`config.mk`:
```
export PLATFORM = sky130hd
export DESIGN_NAME = agu_stream
export DESIGN_NICKNAME = d
export VERILOG_FILES = /design/src/rtl/agu_pkg.sv /design/src/rtl/agu_loop_cnt.sv /design/src/rtl/agu_stream.sv
export SDC_FILE = /design/constraint.sdc
export NUM_CORES = 1
export LEC_CHECK = 0
export CAP_MARGIN = 0
export CORE_UTILIZATION = 45
export DETAILED_ROUTE_END_ITERATION = 12
export GPL_TIMING_DRIVEN = 0
export PLACE_DENSITY = 0.7
export SYNTH_ARGS = -nofsm -noshare
export SYNTH_HDL_FRONTEND = slang
export SYNTH_HIERARCHICAL = 1
export SYNTH_SLANG_ARGS = --single-unit
```
`constraint.sdc`:
```
create_clock -name clk -period 13.19 [get_ports clk]
set_input_delay 3.2975 -clock clk [delete_from_list [all_inputs] [get_ports clk]]
set_output_delay 3.2975 -clock clk [all_outputs]
set_load 0.05 [all_outputs]
```
`src/rtl/agu_pkg.sv`:
```
// Shared types and helpers for the agu_stream nested-loop address generator.
// Default widths here match the agu_stream parameter defaults.
package agu_pkg;

  localparam int unsigned AGU_BWADDR   = 21;
  localparam int unsigned AGU_BWLENGTH = 8;
  localparam int unsigned AGU_BWREP    = 16;
  localparam int unsigned AGU_NJUMPS   = 5;
  localparam int unsigned AGU_OH_W     = 32;

  typedef enum logic {AGU_IDLE, AGU_RUN} agu_state_e;

  typedef logic [AGU_BWADDR-1:0]   agu_addr_t;
  typedef logic [AGU_BWLENGTH-1:0] agu_len_t;
  typedef logic [AGU_BWREP-1:0]    agu_rep_t;

  // zero[k] flags level k (1..n-1) as exhausted; result is one-hot on the deepest
  // non-exhausted level, or bit 0 (pass wrap) when every level is exhausted.
  function automatic logic [AGU_OH_W-1:0] agu_jump_level(input logic [AGU_OH_W-1:0] zero,
                                                         input int unsigned n);
    logic [AGU_OH_W-1:0] oh;
    oh    = '0;
    oh[0] = 1'b1;
    for (int unsigned k = 1; k < n; k++) begin
      if (!zero[k]) begin
        oh    = '0;
        oh[k] = 1'b1;
      end
    end
    return oh;
  endfunction

endpackage

```
`src/rtl/agu_loop_cnt.sv`:
```
// Per-level loop down-counter: load wins over decrement; zero flag marks the level exhausted.
module agu_loop_cnt #(
  parameter int unsigned BW = 8
) (
  input  logic          clk,
  input  logic          rst_n,
  input  logic          load_i,
  input  logic          dec_i,
  input  logic [BW-1:0] load_val_i,
  output logic          zero_o
);

  logic [BW-1:0] cnt_q;

  always_ff @(posedge clk or negedge rst_n) begin
    if (!rst_n) begin
      cnt_q <= '0;
    end else if (load_i) begin
      cnt_q <= load_val_i;
    end else if (dec_i) begin
      cnt_q <= cnt_q - BW'(1);
    end
  end

  assign zero_o = (cnt_q == '0);

endmodule

```
`src/rtl/agu_stream.sv`:
```
// N-level nested-loop address generator with valid/ready output stream.
// Optional offset windowing is enabled by defining AGU_WRAP_EN (adds win_size_i).
module agu_stream
  import agu_pkg::*;
#(
  parameter int unsigned BWADDR   = AGU_BWADDR,
  parameter int unsigned BWLENGTH = AGU_BWLENGTH,
  parameter int unsigned BWREP    = AGU_BWREP,
  parameter int unsigned NJUMPS   = AGU_NJUMPS
) (
  input  logic                                clk,
  input  logic                                rst_n,
  input  logic                                clr_i,
  input  logic                                start_i,
  input  logic [BWADDR-1:0]                   base_i,
  input  logic [BWREP-1:0]                    reps_i,
  input  logic [NJUMPS-1:0][BWADDR-1:0]       j_i,
  input  logic [NJUMPS-1:1][BWLENGTH-1:0]     l_i,
`ifdef AGU_WRAP_EN
  input  logic [BWADDR-1:0]                   win_size_i,
`endif
  output logic                                busy_o,
  output logic                                valid_o,
  input  logic                                ready_i,
  output logic [BWADDR-1:0]                   addr_o,
  output logic [NJUMPS-1:0]                   on_j_o,
  output logic                                last_o,
  output logic                                done_o
);

  agu_state_e                       state_q;
  logic [BWADDR-1:0]                base_q, offset_q, addr_q;
  logic [BWADDR-1:0]                jump_c, off_sum_c, off_nxt_c;
  logic [BWREP-1:0]                 reps_q, pass_q;
  logic [NJUMPS-1:0][BWADDR-1:0]    j_q;
  logic [NJUMPS-1:1][BWLENGTH-1:0]  l_q;
  logic                             busy_q, valid_q, done_q;
  logic [NJUMPS-1:1]                lvl_zero;
  logic [AGU_OH_W-1:0]              zero_v, oh_full;
  logic [NJUMPS-1:0]                oh;
  logic                             all_zero, last_c, acc, start_c, unused_oh;
`ifdef AGU_WRAP_EN
  logic [BWADDR-1:0]                win_q;
`endif

  assign start_c  = (state_q == AGU_IDLE) & start_i & ~clr_i;
  assign acc      = valid_q & ready_i;
  assign all_zero = &lvl_zero;

  always_comb begin
    zero_v = '1;
    for (int unsigned k = 1; k < NJUMPS; k++) zero_v[k] = lvl_zero[k];
  end

  assign oh_full   = agu_jump_level(zero_v, NJUMPS);
  assign oh        = oh_full[NJUMPS-1:0];
  assign unused_oh = |(oh_full >> NJUMPS);

  assign last_c = valid_q & all_zero & (reps_q != '0) & (pass_q == reps_q);
  assign on_j_o = (valid_q & ~last_c) ? oh : '0;
  assign last_o = last_c;

  always_comb begin
    jump_c = '0;
    for (int unsigned k = 0; k < NJUMPS; k++) begin
      if (oh[k]) jump_c = jump_c | j_q[k];
    end
  end

  assign off_sum_c = offset_q + jump_c;

`ifdef AGU_WRAP_EN
  // Sum lies in (-win, 2*win): a single add or subtract brings it back into the window.
  always_comb begin
    off_nxt_c = off_sum_c;
    if (win_q != '0) begin
      if (off_sum_c[BWADDR-1])      off_nxt_c = off_sum_c + win_q;
      else if (off_sum_c >= win_q)  off_nxt_c = off_sum_c - win_q;
    end
  end
`else
  assign off_nxt_c = off_sum_c;
`endif

  // A level reloads whenever a shallower level (or the pass wrap) takes the jump.
  for (genvar m = 1; m < NJUMPS; m++) begin : g_lvl
    logic                load, dec;
    logic [BWLENGTH-1:0] load_val;

    assign dec      = acc & oh[m];
    assign load     = start_c | (acc & ~last_c & (|oh[m-1:0]));
    assign load_val = (state_q == AGU_IDLE) ? l_i[m] : l_q[m];

    agu_loop_cnt #(.BW(BWLENGTH)) u_cnt (
      .clk        (clk),
      .rst_n      (rst_n),
      .load_i     (load),
      .dec_i      (dec),
      .load_val_i (load_val),
      .zero_o     (lvl_zero[m])
    );
  end

  always_ff @(posedge clk or negedge rst_n) begin
    if (!rst_n) begin
      state_q  <= AGU_IDLE;
      base_q   <= '0;
      offset_q <= '0;
      addr_q   <= '0;
      reps_q   <= '0;
      pass_q   <= '0;
      j_q      <= '0;
      l_q      <= '0;
      busy_q   <= 1'b0;
      valid_q  <= 1'b0;
      done_q   <= 1'b0;
`ifdef AGU_WRAP_EN
      win_q    <= '0;
`endif
    end else begin
      done_q <= 1'b0;
      if (clr_i) begin
        state_q <= AGU_IDLE;
        busy_q  <= 1'b0;
        valid_q <= 1'b0;
      end else begin
        case (state_q)
          AGU_IDLE: begin
            if (start_i) begin
              state_q  <= AGU_RUN;
              base_q   <= base_i;
              reps_q   <= reps_i;
              j_q      <= j_i;
              l_q      <= l_i;
              offset_q <= '0;
              pass_q   <= BWREP'(1);
              addr_q   <= base_i;
              busy_q   <= 1'b1;
              valid_q  <= 1'b1;
`ifdef AGU_WRAP_EN
              win_q    <= win_size_i;
`endif
            end
          end
          AGU_RUN: begin
            if (acc) begin
              if (last_c) begin
                state_q <= AGU_IDLE;
                busy_q  <= 1'b0;
                valid_q <= 1'b0;
                done_q  <= 1'b1;
              end else begin
                offset_q <= off_nxt_c;
                addr_q   <= base_q + off_nxt_c;
                if (all_zero && reps_q != '0) pass_q <= pass_q + BWREP'(1);
              end
            end
          end
          default: state_q <= AGU_IDLE;
        endcase
      end
    end
  end

  assign busy_o  = busy_q;
  assign valid_o = valid_q;
  assign addr_o  = addr_q;
  assign done_o  = done_q;

endmodule
```
* Word-level counts from Yosys, hierarchy flattened *
Index checks and enable logic that the tools add are counted.

word-level totals
  bits in read-only memories = 0
  memories = 0
  input port bits = 179
  bits in latches = 0
  register bits = 267
  word-level logic and storage cells = 130
  output and inout bits = 30
  RAM bits = 0

cells by class
  eq/ne operators = 8
  $lt $le $gt $ge = 0
  multiply operators = 0
  add/subtract/negate cells = 7
  shift operators = 0
  reductions and logical operators = 18
  muxes and demuxes = 49
  bitwise logic cells = 27
  div/mod/pow operators = 0

operators by type and width
  cell                     number
  $mux W21                 11
  $mux W8                  12
  $or A21 B21 Y21          4
  $pmux W21 S2             2
  $mux W16                 4
  $add A21 B21 Y21         2
  $logic_not A8 Y1         4
  $pmux W16 S2             1
  $sub A8 B1 Y8 const B    4
  $mux W5                  4
  $add A16 B1 Y16 const B  1
  $and A1 B1 Y1            16
  $eq A16 B16 Y1           1
  $reduce_bool A16 Y1      1
  $mux W1                  12
  $reduce_and A4 Y1        2
  $reduce_bool A2 Y1       4
  $ne A3 B2 Y1 const B     2
  $reduce_and A3 Y1        2
  $reduce_and A5 Y1        1
  $ne A2 B1 Y1 const B     2
  $ne A2 B2 Y1 const B     2
  $or A1 B1 Y1             4
  $pmux W1 S2              2
  other kinds (7)          9

* Logic depth before layout (Yosys ltp) *
Gate-level depths: netlist of run 1.

  depth in word-level cells = 19
  depth in mapped cells = 29
  mapped depth without buffers = 28

* Cells and area by module *
The synthesis of run 1 kept the hierarchy.

by module, submodules not included
  module        instances  area each (um^2)  seq. area each (um^2)  cells an instance
  agu_stream    1          12,430.7          5,880.6                1,103
  agu_loop_cnt  4          474.2             200.2                  50

* Worst setup path before layout of run 1 *
Ideal clock, no wire load.

  path kind = flip-flop to output port
  start point = register g_lvl[3].u_cnt.cnt_q[3]
  end point = output port on_j_o[2]
  data required time = 9.892 ns
  slack = 6.520 ns
  stages on the path, launching flop included = 9
  arrival time = 3.373 ns
  path buffers = 0
  cell sequence = dfrtp_1 or4_1 nor4b_1 and3_1 nand2_1 nor4b_4 and2_1 nand2b_1 nor3_1

on the way
  longest elaborated chain between the ends = 8
  elaborated cells between the ends (all ways) = 10
  classes of those cells = 3 x mux; 5 x bitwise; 2 x reduce/logical

RTL lines
  item                         line                text
  start: declaration           agu_loop_cnt.sv:13  logic [BW-1:0] cnt_q;
  start signal: assignment     agu_loop_cnt.sv:19  cnt_q <= load_val_i;
  start signal: assignment     agu_loop_cnt.sv:21  cnt_q <= cnt_q - BW'(1);
  $logic_not A8 Y1             agu_loop_cnt.sv:25  assign zero_o = (cnt_q == '0);
  via lvl_zero, one bit        agu_stream.sv:38    logic [NJUMPS-1:1] lvl_zero;
  $reduce_and A4 Y1            agu_stream.sv:48    assign all_zero = &lvl_zero;
  $and A1 B1 Y1 (3 in series)  agu_stream.sv:59    assign last_c = valid_q & all_zero & (reps_q != '0) & (pass_q == reps_q);
  via last_o                   agu_stream.sv:27    output logic last_o,
  $not A1 Y1                   agu_stream.sv:60    assign on_j_o = (valid_q & ~last_c) ? oh : '0;
  $and A1 B1 Y1                agu_stream.sv:60
  $mux W5                      agu_stream.sv:60
  end: declaration             agu_stream.sv:26    output logic [NJUMPS-1:0] on_j_o,

The timed path passes the listed nets, and every way through them passes these cells.

* Worst setup path in the final report of run 1 *
  start point = register g_lvl[2].u_cnt.cnt_q[3]
  end point = output port on_j_o[2]

on the way
  longest elaborated chain between the ends = 8
  elaborated cells between the ends (all ways) = 11
  classes of those cells = 4 x mux; 5 x bitwise; 2 x reduce/logical

RTL lines
  item                         line
  start: declaration           agu_loop_cnt.sv:13
  start signal: assignment     agu_loop_cnt.sv:19
  start signal: assignment     agu_loop_cnt.sv:21
  $logic_not A8 Y1 (*)         agu_loop_cnt.sv:25
  via lvl_zero, one bit        agu_stream.sv:38
  $reduce_and A4 Y1            agu_stream.sv:48
  $and A1 B1 Y1 (3 in series)  agu_stream.sv:59
  $not A1 Y1                   agu_stream.sv:60
  $and A1 B1 Y1                agu_stream.sv:60
  $mux W5 (*)                  agu_stream.sv:60

Mark *: on every way through the listed nets, which the timed path passes. The rest lies on a longest branch.

==> metrics list, run 1 <==
- Setup violations remaining at the end of the flow were counted as 0.
* Number of synthesized register bits: 267
* Post-synthesis mux area share: 18.6%
- Data required, critical path: 9890 ps
- Placed standard-cell area: 17000 um2
* Die Span X: 180 um
- First-pass GRT wire length: 58.9 mm
- For this block, the routed nets add up to 37.0 mm of wire.
- Buffers inserted during clock tree synthesis total 29.
- STA classifies the critical path endpoint as an output pin.
* Tot Pwr: 3320 uW
* Router iterations before antenna repair: 5
- Run status: completed
- Critical path data arrival time: 4670 ps
- In the layout the commonest cells are sky130_fd_sc_hd__dfrtp_1 (267), sky130_fd_sc_hd__mux2_2 (206), sky130_fd_sc_hd__clkdlybuf4s50_1 (206).
* Library cell occupying the most area in the post-synthesis netlist: sky130_fd_sc_hd__dfrtp_1
- Maxcap violations: 0
* FP Rows: 64
- Max FO, Critical Path: 7
- For the pin with the worst max-slew slack, the measured transition is 1130 ps.
- In this run the worst hold path is classified as reg2reg.
- By area the synthesized netlist is led by sky130_fd_sc_hd__dfrtp_1 (47%), sky130_fd_sc_hd__mux2_2 (16%), sky130_fd_sc_hd__ha_1 (4.6%).
* Detailed placer's ending HPWL: 27.5 mm
- In the final routed layout, each cell accounts on average for 18.8 um.
- Dividing the final minimum period by the clock period gives 60.4%.
- Overflow left after global routing: 0
- STA classifies the critical path startpoint as a register.
- From synthesis to final layout, the design area changed by 25.1%.
- After filler insertion, the fill cell instance count of the layout stands at 2652.
- For this run, the leading register cell type out of synthesis is sky130_fd_sc_hd__dfrtp_1.
* Final Hold Violating Endpoints: 0
- Root buffer selected by CTS: sky130_fd_sc_hd__clkbuf_16
- The clock reaches the later pin of the worst-skew pair after 550 ps.
- Share of flip-flops with an asynchronous set or reset: 100%
* Most common cell after layout, fill and taps aside: sky130_fd_sc_hd__dfrtp_1
- Syn nets: 1537
* Buffers added on ports: 207
* Post-synthesis adder-cell area fraction: 4.91%
- Distinct cells, synth: 66
* Xor/xnor share of the synthesized area: 5.23%
- Number of top-level pins: 209
- After synthesis, the largest area contributor takes up 46.6% of total cell area.
* Total core area: 31000 um2
- TritonCTS clock tree: yes
- Timing would allow up to 126 MHz.
* Static power due to leakage: 0.00742 uW
- After detailed routing, the number of remaining DRC violations is 0.
* Total die area: 32600 um2
- For this run, the number of Yosys warnings is 6.
- Final Net Count: 1778
- Max-slew violation count: 0
* Post-route clock skew: 12.0 ps
- Fraction of the mapped netlist area in compound gates: 10.3%
- Entering global routing, the biggest net connects 112 pins.
* Post-layout util: 57.8%
- The via count of the first global-routing pass is 11000.
* Antenna-violating nets left: 0
- RSZ-0062 raised after global routing: false
* H-tree levels: 1
- Vertical extent of the die: 180 um
- After clock tree synthesis, the flow added hold-fix buffers numbering 0.
* Crit path time final: 7970 ps
- Non-Filler Cell Area, Final: 17900 um2
* First DRT Iteration DRCs: 576
* Starting Density: 46.2%
* Clock slew at reported path FFs: 60 ps
* Ratio of total power to cell area: 185 nW/um2
- Worst vdd ir: 0.127 mV
- Final RePlAce weighted congestion: 0.896
* Number of post-CTS setup repair buffers: 0
- Global-route usage over all layers: 22.7%
- Netlist area before placement: 14300 um2
* Category of the most critical setup path: reg2out
- Number of standard cells after synthesis: 1303
- Main combinational cell family by area after synthesis: multiplexers
- Cells resized by post-CTS repair: 0
- Ratio of routed vias to standard cells: 5.47
- Avg Inst Size Synth: 11.0 um2
- Sequential cell area fraction in the yosys report: 46.6%
- Measured against its own limit, the worst slew margin works out to 24.8%.
- After Yosys synthesis, and, or, nand and nor cells account for 12.0% of the synthesized area.
* Ratio of cells with drive above 1 in the final layout: 18.5%
- Number of enable-type register cells in the synthesized netlist: 0
- Via count: 10700
- Maximum clock insertion buffer count: 3
* Number of antenna violations at the first check in global routing: 3
- The clock drives 267 sinks.
==> worst max-delay path, stage by stage (launching register included) <==
cell	delay, ps
sky130_fd_sc_hd__dfrtp_1	430
sky130_fd_sc_hd__or4_1	590
sky130_fd_sc_hd__nor4b_1	890
sky130_fd_sc_hd__and3_1	370
sky130_fd_sc_hd__nand2_1	160
sky130_fd_sc_hd__nor4b_4	330
sky130_fd_sc_hd__and2_1	220
sky130_fd_sc_hd__nand2b_1	260
sky130_fd_sc_hd__nor3_1	110
sky130_fd_sc_hd__clkdlybuf4s50_1	760
==> power breakdown <==
group          leakage (uW)  internal [uW]  switching, uW  total [uW]
Combinational       0.00372            641            746        1390
Clock              0.000461            480            341         821
Sequential          0.00324            998            116        1110
Total               0.00742           2120           1200        3320
==> worst paths after layout <==
check | startpoint | end | slack (ps) | cells after the start
worst max-delay path | g_lvl[2].u_cnt/cnt_q[3]$_DFFE_PN0P_ | on_j_o[2] | 5220 | 9
worst min-delay path | offset_q[12]$_DFFE_PN0P_ | offset_q[12]$_DFFE_PN0P_ | 480 | 2
worst max register to register | g_lvl[3].u_cnt/cnt_q[3]$_DFFE_PN0P_ | addr_o[15]$_DFFE_PN0P_ | 5800 | 25
worst min register to register | offset_q[12]$_DFFE_PN0P_ | offset_q[12]$_DFFE_PN0P_ | 480 | 2
max in group asynchronous | rst_n | j_q[72]$_DFFE_PN0P_ | 9100 | 3
min in group asynchronous | rst_n | reps_q[11]$_DFFE_PN0P_ | 2750 | 1
==> registers in the layout, summed over array words and instances (netlist names) <==
| register | flops |
|---|---|
| addr_o | 21 |
| base_q | 21 |
| done_o | 1 |
| g_lvl.u_cnt/cnt_q | 32 |
| j_q | 105 |
| l_q | 32 |
| offset_q | 21 |
| pass_q | 16 |
| reps_q | 16 |
| state_q | 1 |
| valid_o | 1 |
==> through the flow <==
stage,instances,hold WS [ps],worst slack [ps],setup TNS (ps)
after floorplan,1303,445,6520,0
after global placement,1906,459,-3100,-819130
after detailed placement,1909,466,5820,0
after CTS,1962,481,5220,0
after global routing,1963,496,5010,0
final,1964,482,5220,0
==> area by class of cell <==
cell class	count	area, um2	area share (%)
Sequential cell	267	6680	37.3
Inverter	26	97.6	0.545
Tap cell	396	495	2.77
Timing Repair Buffer	210	2140	11.9
Clock inverter	15	164	0.915
Buffer	58	249	1.39
Antenna cell	2	5.00	0.0279
Multi-Input combinational cell	952	7300	40.7
Clock buffer	38	790	4.41
==> cells by family after synthesis <==
kind of cell	after synthesis
multiplexers	240
AND/OR/NAND/NOR	330
buffers and inverters	84
adder cells (fa/ha/maj)	55
AO/OA/AOI/OAI	243
XOR/XNOR	84
flip-flops	267
==> layer usage <==
layer | track usage (%) | vias to the layer above | wire length (um)
met4 | 4.96 | 2 | 679
met1 | 30.7 | 5326 | 16800
li1 | - | 5125 | -
met5 | 0 | - | 12
met3 | 3.38 | 47 | 1620
met2 | 38.4 | 235 | 17900
==> synthesized netlist by cell type (5+ instances only) <==
master / count
sky130_fd_sc_hd__nand3_1: 34
sky130_fd_sc_hd__a21o_1: 11
sky130_fd_sc_hd__or4_1: 12
sky130_fd_sc_hd__and3_1: 9
sky130_fd_sc_hd__inv_1: 25
sky130_fd_sc_hd__mux2_2: 206
sky130_fd_sc_hd__o21ai_0: 106
sky130_fd_sc_hd__a22o_1: 10
sky130_fd_sc_hd__xor2_1: 30
sky130_fd_sc_hd__mux2i_1: 34
sky130_fd_sc_hd__nor2b_1: 32
sky130_fd_sc_hd__xnor2_1: 53
sky130_fd_sc_hd__o31a_1: 10
sky130_fd_sc_hd__nor2_1: 43
sky130_fd_sc_hd__a21oi_1: 56
sky130_fd_sc_hd__dfrtp_1: 267
sky130_fd_sc_hd__nand2_1: 127
sky130_fd_sc_hd__nand4_1: 6
sky130_fd_sc_hd__o211ai_1: 5
sky130_fd_sc_hd__buf_4: 5
sky130_fd_sc_hd__nand2b_1: 13
sky130_fd_sc_hd__nor3_1: 11
sky130_fd_sc_hd__clkbuf_1: 45
sky130_fd_sc_hd__nor4_1: 8
sky130_fd_sc_hd__ha_1: 53
sky130_fd_sc_hd__o21a_1: 5
Note: power is estimated with default switching activity, not from simulation.
==> run 2, diff against run 1 <==
Settings changed: PLACE_DENSITY 0.7 to 0.73.
Clock period 13.19 ns to 7.09 ns, I/O delays scaled along.
==> run 2 against run 1 <==
- clock-buffer cell count grew 3
- setup slack worse by 4700 ps
- die area did not move
- sequential share of layout area decreased by 0.24 points
- largest power group unchanged
- final cell count is 0.20% higher
==> metrics list, run 2 (synthesis results as in run 1) <==
- Run status: completed
- Router iterations before antenna repair: 5 (unchanged)
- Transition time of the tightest slew-check pin: 1140 ps (+16.1 ps)
- The fraction of final layout cells with drive strength greater than 1 is 19.7% (+1.2 points).
- In this run the critical register-to-register path is captured at addr_o[15]$_DFFE_PN0P_.
* Commonest non-fill, non-tap cells in the layout: sky130_fd_sc_hd__dfrtp_1 (267), sky130_fd_sc_hd__mux2_2 (206), sky130_fd_sc_hd__clkdlybuf4s50_1 (206)
- First DRT Iteration DRCs: 649 (+13%)
- The number of max-capacitance violations reported came to 0 (unchanged).
* Post-layout util: 58.2% (+0.38 points)
- The number of failing hold endpoints at the final stage is 0 (unchanged).
* Startpoint types: register
- The worst clock skew on the final layout came to 11.6 ps (-0.429 ps).
* Sort of element at the end of the critical path: register
- Slew margin rel.: 23.7% (-1.1 points)
- The minimum hold slack came to 476 ps (-6.84 ps).
- The total grt overflow came to 0 (unchanged).
- The number of cells traversed by the worst hold path came to 2 (unchanged).
* Final Net Count: 1779 (+0.056%)
- Antenna-violating nets left: 0 (unchanged)
- Maximum clock insertion buffer count: 3 (unchanged)
* Crit path largest cell delay: 630 ps (-260 ps)
- The relative contribution of sequential cells to total power is 33.4% (about the same).
* Ratio of routed vias to standard cells: 5.49 (+0.40%)
- Static power due to leakage: 0.00750 uW (+1.1%)
- Area growth from synthesis to final layout: 25.9%
- Die Span X: 180 um (unchanged)
* Clock insertion delay at the later pin of the skew report: 550 ps (about the same)
- Cell with the most instances on the worst path: sky130_fd_sc_hd__o21ai_0
- Class of the tightest hold or removal check: reg2reg
* Largest registers in the final layout: j_q: 105 flops, g_lvl.u_cnt/cnt_q: 32 flops, l_q: 32 flops
- Total core area: 31000 um2 (unchanged)
- FP Rows: 64 (unchanged)
- Critical path data arrival time: 6950 ps (+2280 ps)
* Category of the most critical setup path: reg2reg
- Clock net sink count: 267 (unchanged)
- Total die area: 32600 um2 (unchanged)
- Switching power summed over all nets: 2260 uW (+88%)
- Maximum number of pins on one net before global-route repair: 120 (+7.1%)
* Buffers added on ports: 207 (unchanged)
- The number of levels the H-tree was split into is 1 (unchanged).
- Global-route usage over all layers: 22.8% (+0.17 points)
- The tree is rooted in a sky130_fd_sc_hd__clkbuf_16.
* Crit path time final: 6530 ps
- The total detailed-routing wirelength came to 37.4 mm (+1.2%).
- Data required, critical path: 7510 ps (-2380 ps)
- The clock-pin slew on the worst setup and hold paths was 60 ps (about the same).
- The power consumption came to 6230 uW (+87%).
* Final RePlAce weighted congestion: 0.879 (-1.9%)
- The flip-flop count of the largest register, all copies and words added was 105 (unchanged).
* Internal power summed over all cells: 3960 uW (+87%)
* Worst vdd ir: 0.226 mV (+78%)
- TritonCTS clock tree: yes
* Worst slack after detailed placement: -305 ps (-6120 ps)
- Via count of the first global-routing pass: 10900 (-0.31%)
* Via count: 10800 (+0.61%)
* Startpoint of the lowest-slack hold path: offset_q[0]$_DFFE_PN0P_
* Most common cell after layout, fill and taps aside: sky130_fd_sc_hd__dfrtp_1
- Max FO, Critical Path: 10 (+3)
* Number of antenna violations at the first check in global routing: 4 (+1)
- Setup repair after global routing left no endpoint under its margin.
* Period utilization: 92.1%
* Starting Density: 46.2% (unchanged)
- The setup-violating endpoint count in the final report was 0 (unchanged).
- Vertical extent of the die: 180 um (unchanged)
- Largest Register: j_q
- Max-slew violation count: 0 (unchanged)
- Worst-case reg-to-reg path depth: 25 (unchanged)
- Worst reg2reg startpoint: g_lvl[3].u_cnt/cnt_q[3]$_DFFE_PN0P_
* Max frequency: 153 MHz
- R2R Setup Slk: 560 ps (-5240 ps)
- Hold-critical path endpoint: offset_q[0]$_DFFE_PN0P_
- Slowest-stage cell, CP: sky130_fd_sc_hd__or4_1
* Net Sw Frac: 36.4% (+0.13 points)
* Clock share of power: 24.7% (about the same)
- The placed wire-length estimate after detailed placement came to 27.9 mm (+1.3%).
- Post-detailed-route wirelength per cell: 19.0 um (+1.0%)
- The final worst setup slack came to 559 ps (-4670 ps).
* Number of top-level pins: 209 (unchanged)
- The power density over the cells is 345 nW/um2 (+86%).
- The number of buffers inserted by hold repair at cts came to 0 (unchanged).
- The number of buffers added by the clock tree synthesis step was 30 (+3.4%).
- The power share of the combinational group was 41.9% (about the same).
- Residual DRC count: 0 (unchanged)
- First-pass GRT wire length: 59.2 mm (+0.66%)
[run 2: cell count changes in the layout (fill, tap and decap cells not counted), moves of 2 or more]
cell | before | now
sky130_fd_sc_hd__buf_1 | 3 | 0
sky130_fd_sc_hd__bufinv_16 | 3 | 1
sky130_fd_sc_hd__clkbuf_1 | 51 | 43
sky130_fd_sc_hd__clkbuf_16 | 29 | 31
sky130_fd_sc_hd__clkbuf_2 | 0 | 5
sky130_fd_sc_hd__clkbuf_8 | 3 | 7
sky130_fd_sc_hd__clkinv_2 | 7 | 9
sky130_fd_sc_hd__clkinvlp_4 | 4 | 2
sky130_fd_sc_hd__diode_2 | 2 | 4
sky130_fd_sc_hd__nor4b_1 | 4 | 1
sky130_fd_sc_hd__nor4b_4 | 1 | 4
[run 2: metrics by stage]
stage	TNS, ps	std cells	instance area, um2
floorplan	0	1303	14300
global placement	-1999160	1906	16900
detailed placement	-924	1908	17000
CTS	0	1964	18000
global route	0	1967	18000
finish	0	1968	18000
[run 2: area by class of cell]
cell class | instances | area (um2)
fill | 2617 | 13000
multi-input combinational | 952 | 7360
sequential | 267 | 6680
timing repair buffer | 210 | 2140
clock buffer | 41 | 883
tap | 396 | 495
buffer | 58 | 262
clock inverter | 14 | 108
inverter | 26 | 97.6
antenna | 4 | 10.0
[run 2: what timing repair did]
item	4_1_cts	5_1_grt
buffers inserted	1	0
endpoints found under the setup margin	7	7
pin swaps	1	0
gates resized for setup	9	16
[run 2: layer usage]
metal	up-vias	track usage, %	share of wire (%)
met1	5359	31.0	45
met5	-	0	0.035
met3	55	3.17	4.4
met4	2	5.44	2.3
met2	250	38.5	49
li1	5134	-	-
[run 2: worst max-delay path: cells and delay by family (launching register included)]
family,cells,cell delay [ps]
simple gates,9,2580
mux,1,120
xor+xnor,2,450
flops,1,440
buf+inv,2,350
fa+ha+maj,3,1000
compound gates,8,1450
[run 2: power groups by stage]
stage	registers, uW	clock network (uW)	logic, uW
after detailed placement	2100	0	2590
final	2080	1540	2610
after global routing	2130	1630	2880
after floorplan	2230	0	1720
after CTS	2080	1570	2610
after global placement	2080	0	2520
[run 2: worst max-delay path by stage]
| stage | end | depth (start not counted) | startpoint | slack [ps] |
|---|---|---|---|---|
| 2_1_floorplan | addr_o[15]$_DFFE_PN0P_ | 25 | g_lvl[3].u_cnt/cnt_q[3]$_DFFE_PN0P_ | 1100 |
| 3_5_place_dp | addr_o[15]$_DFFE_PN0P_ | 25 | g_lvl[3].u_cnt/cnt_q[3]$_DFFE_PN0P_ | -300 |
| 4_1_cts | addr_o[15]$_DFFE_PN0P_ | 22 | g_lvl[2].u_cnt/cnt_q[3]$_DFFE_PN0P_ | 100 |
| 3_3_place_gp | j_q[73]$_DFFE_PN0P_ | 1 | rst_n | -7500 |
| 6_report | addr_o[15]$_DFFE_PN0P_ | 25 | g_lvl[3].u_cnt/cnt_q[3]$_DFFE_PN0P_ | 560 |
| 5_1_grt | addr_o[13]$_DFFE_PN0P_ | 26 | g_lvl[3].u_cnt/cnt_q[3]$_DFFE_PN0P_ | 1 |
==> run 3, diff against run 2 <==
Settings changed: TNS_END_PERCENT set to 100.
==> results of run 3 <==
No change in the layout: final DEF, timing and power equal those of run 2.
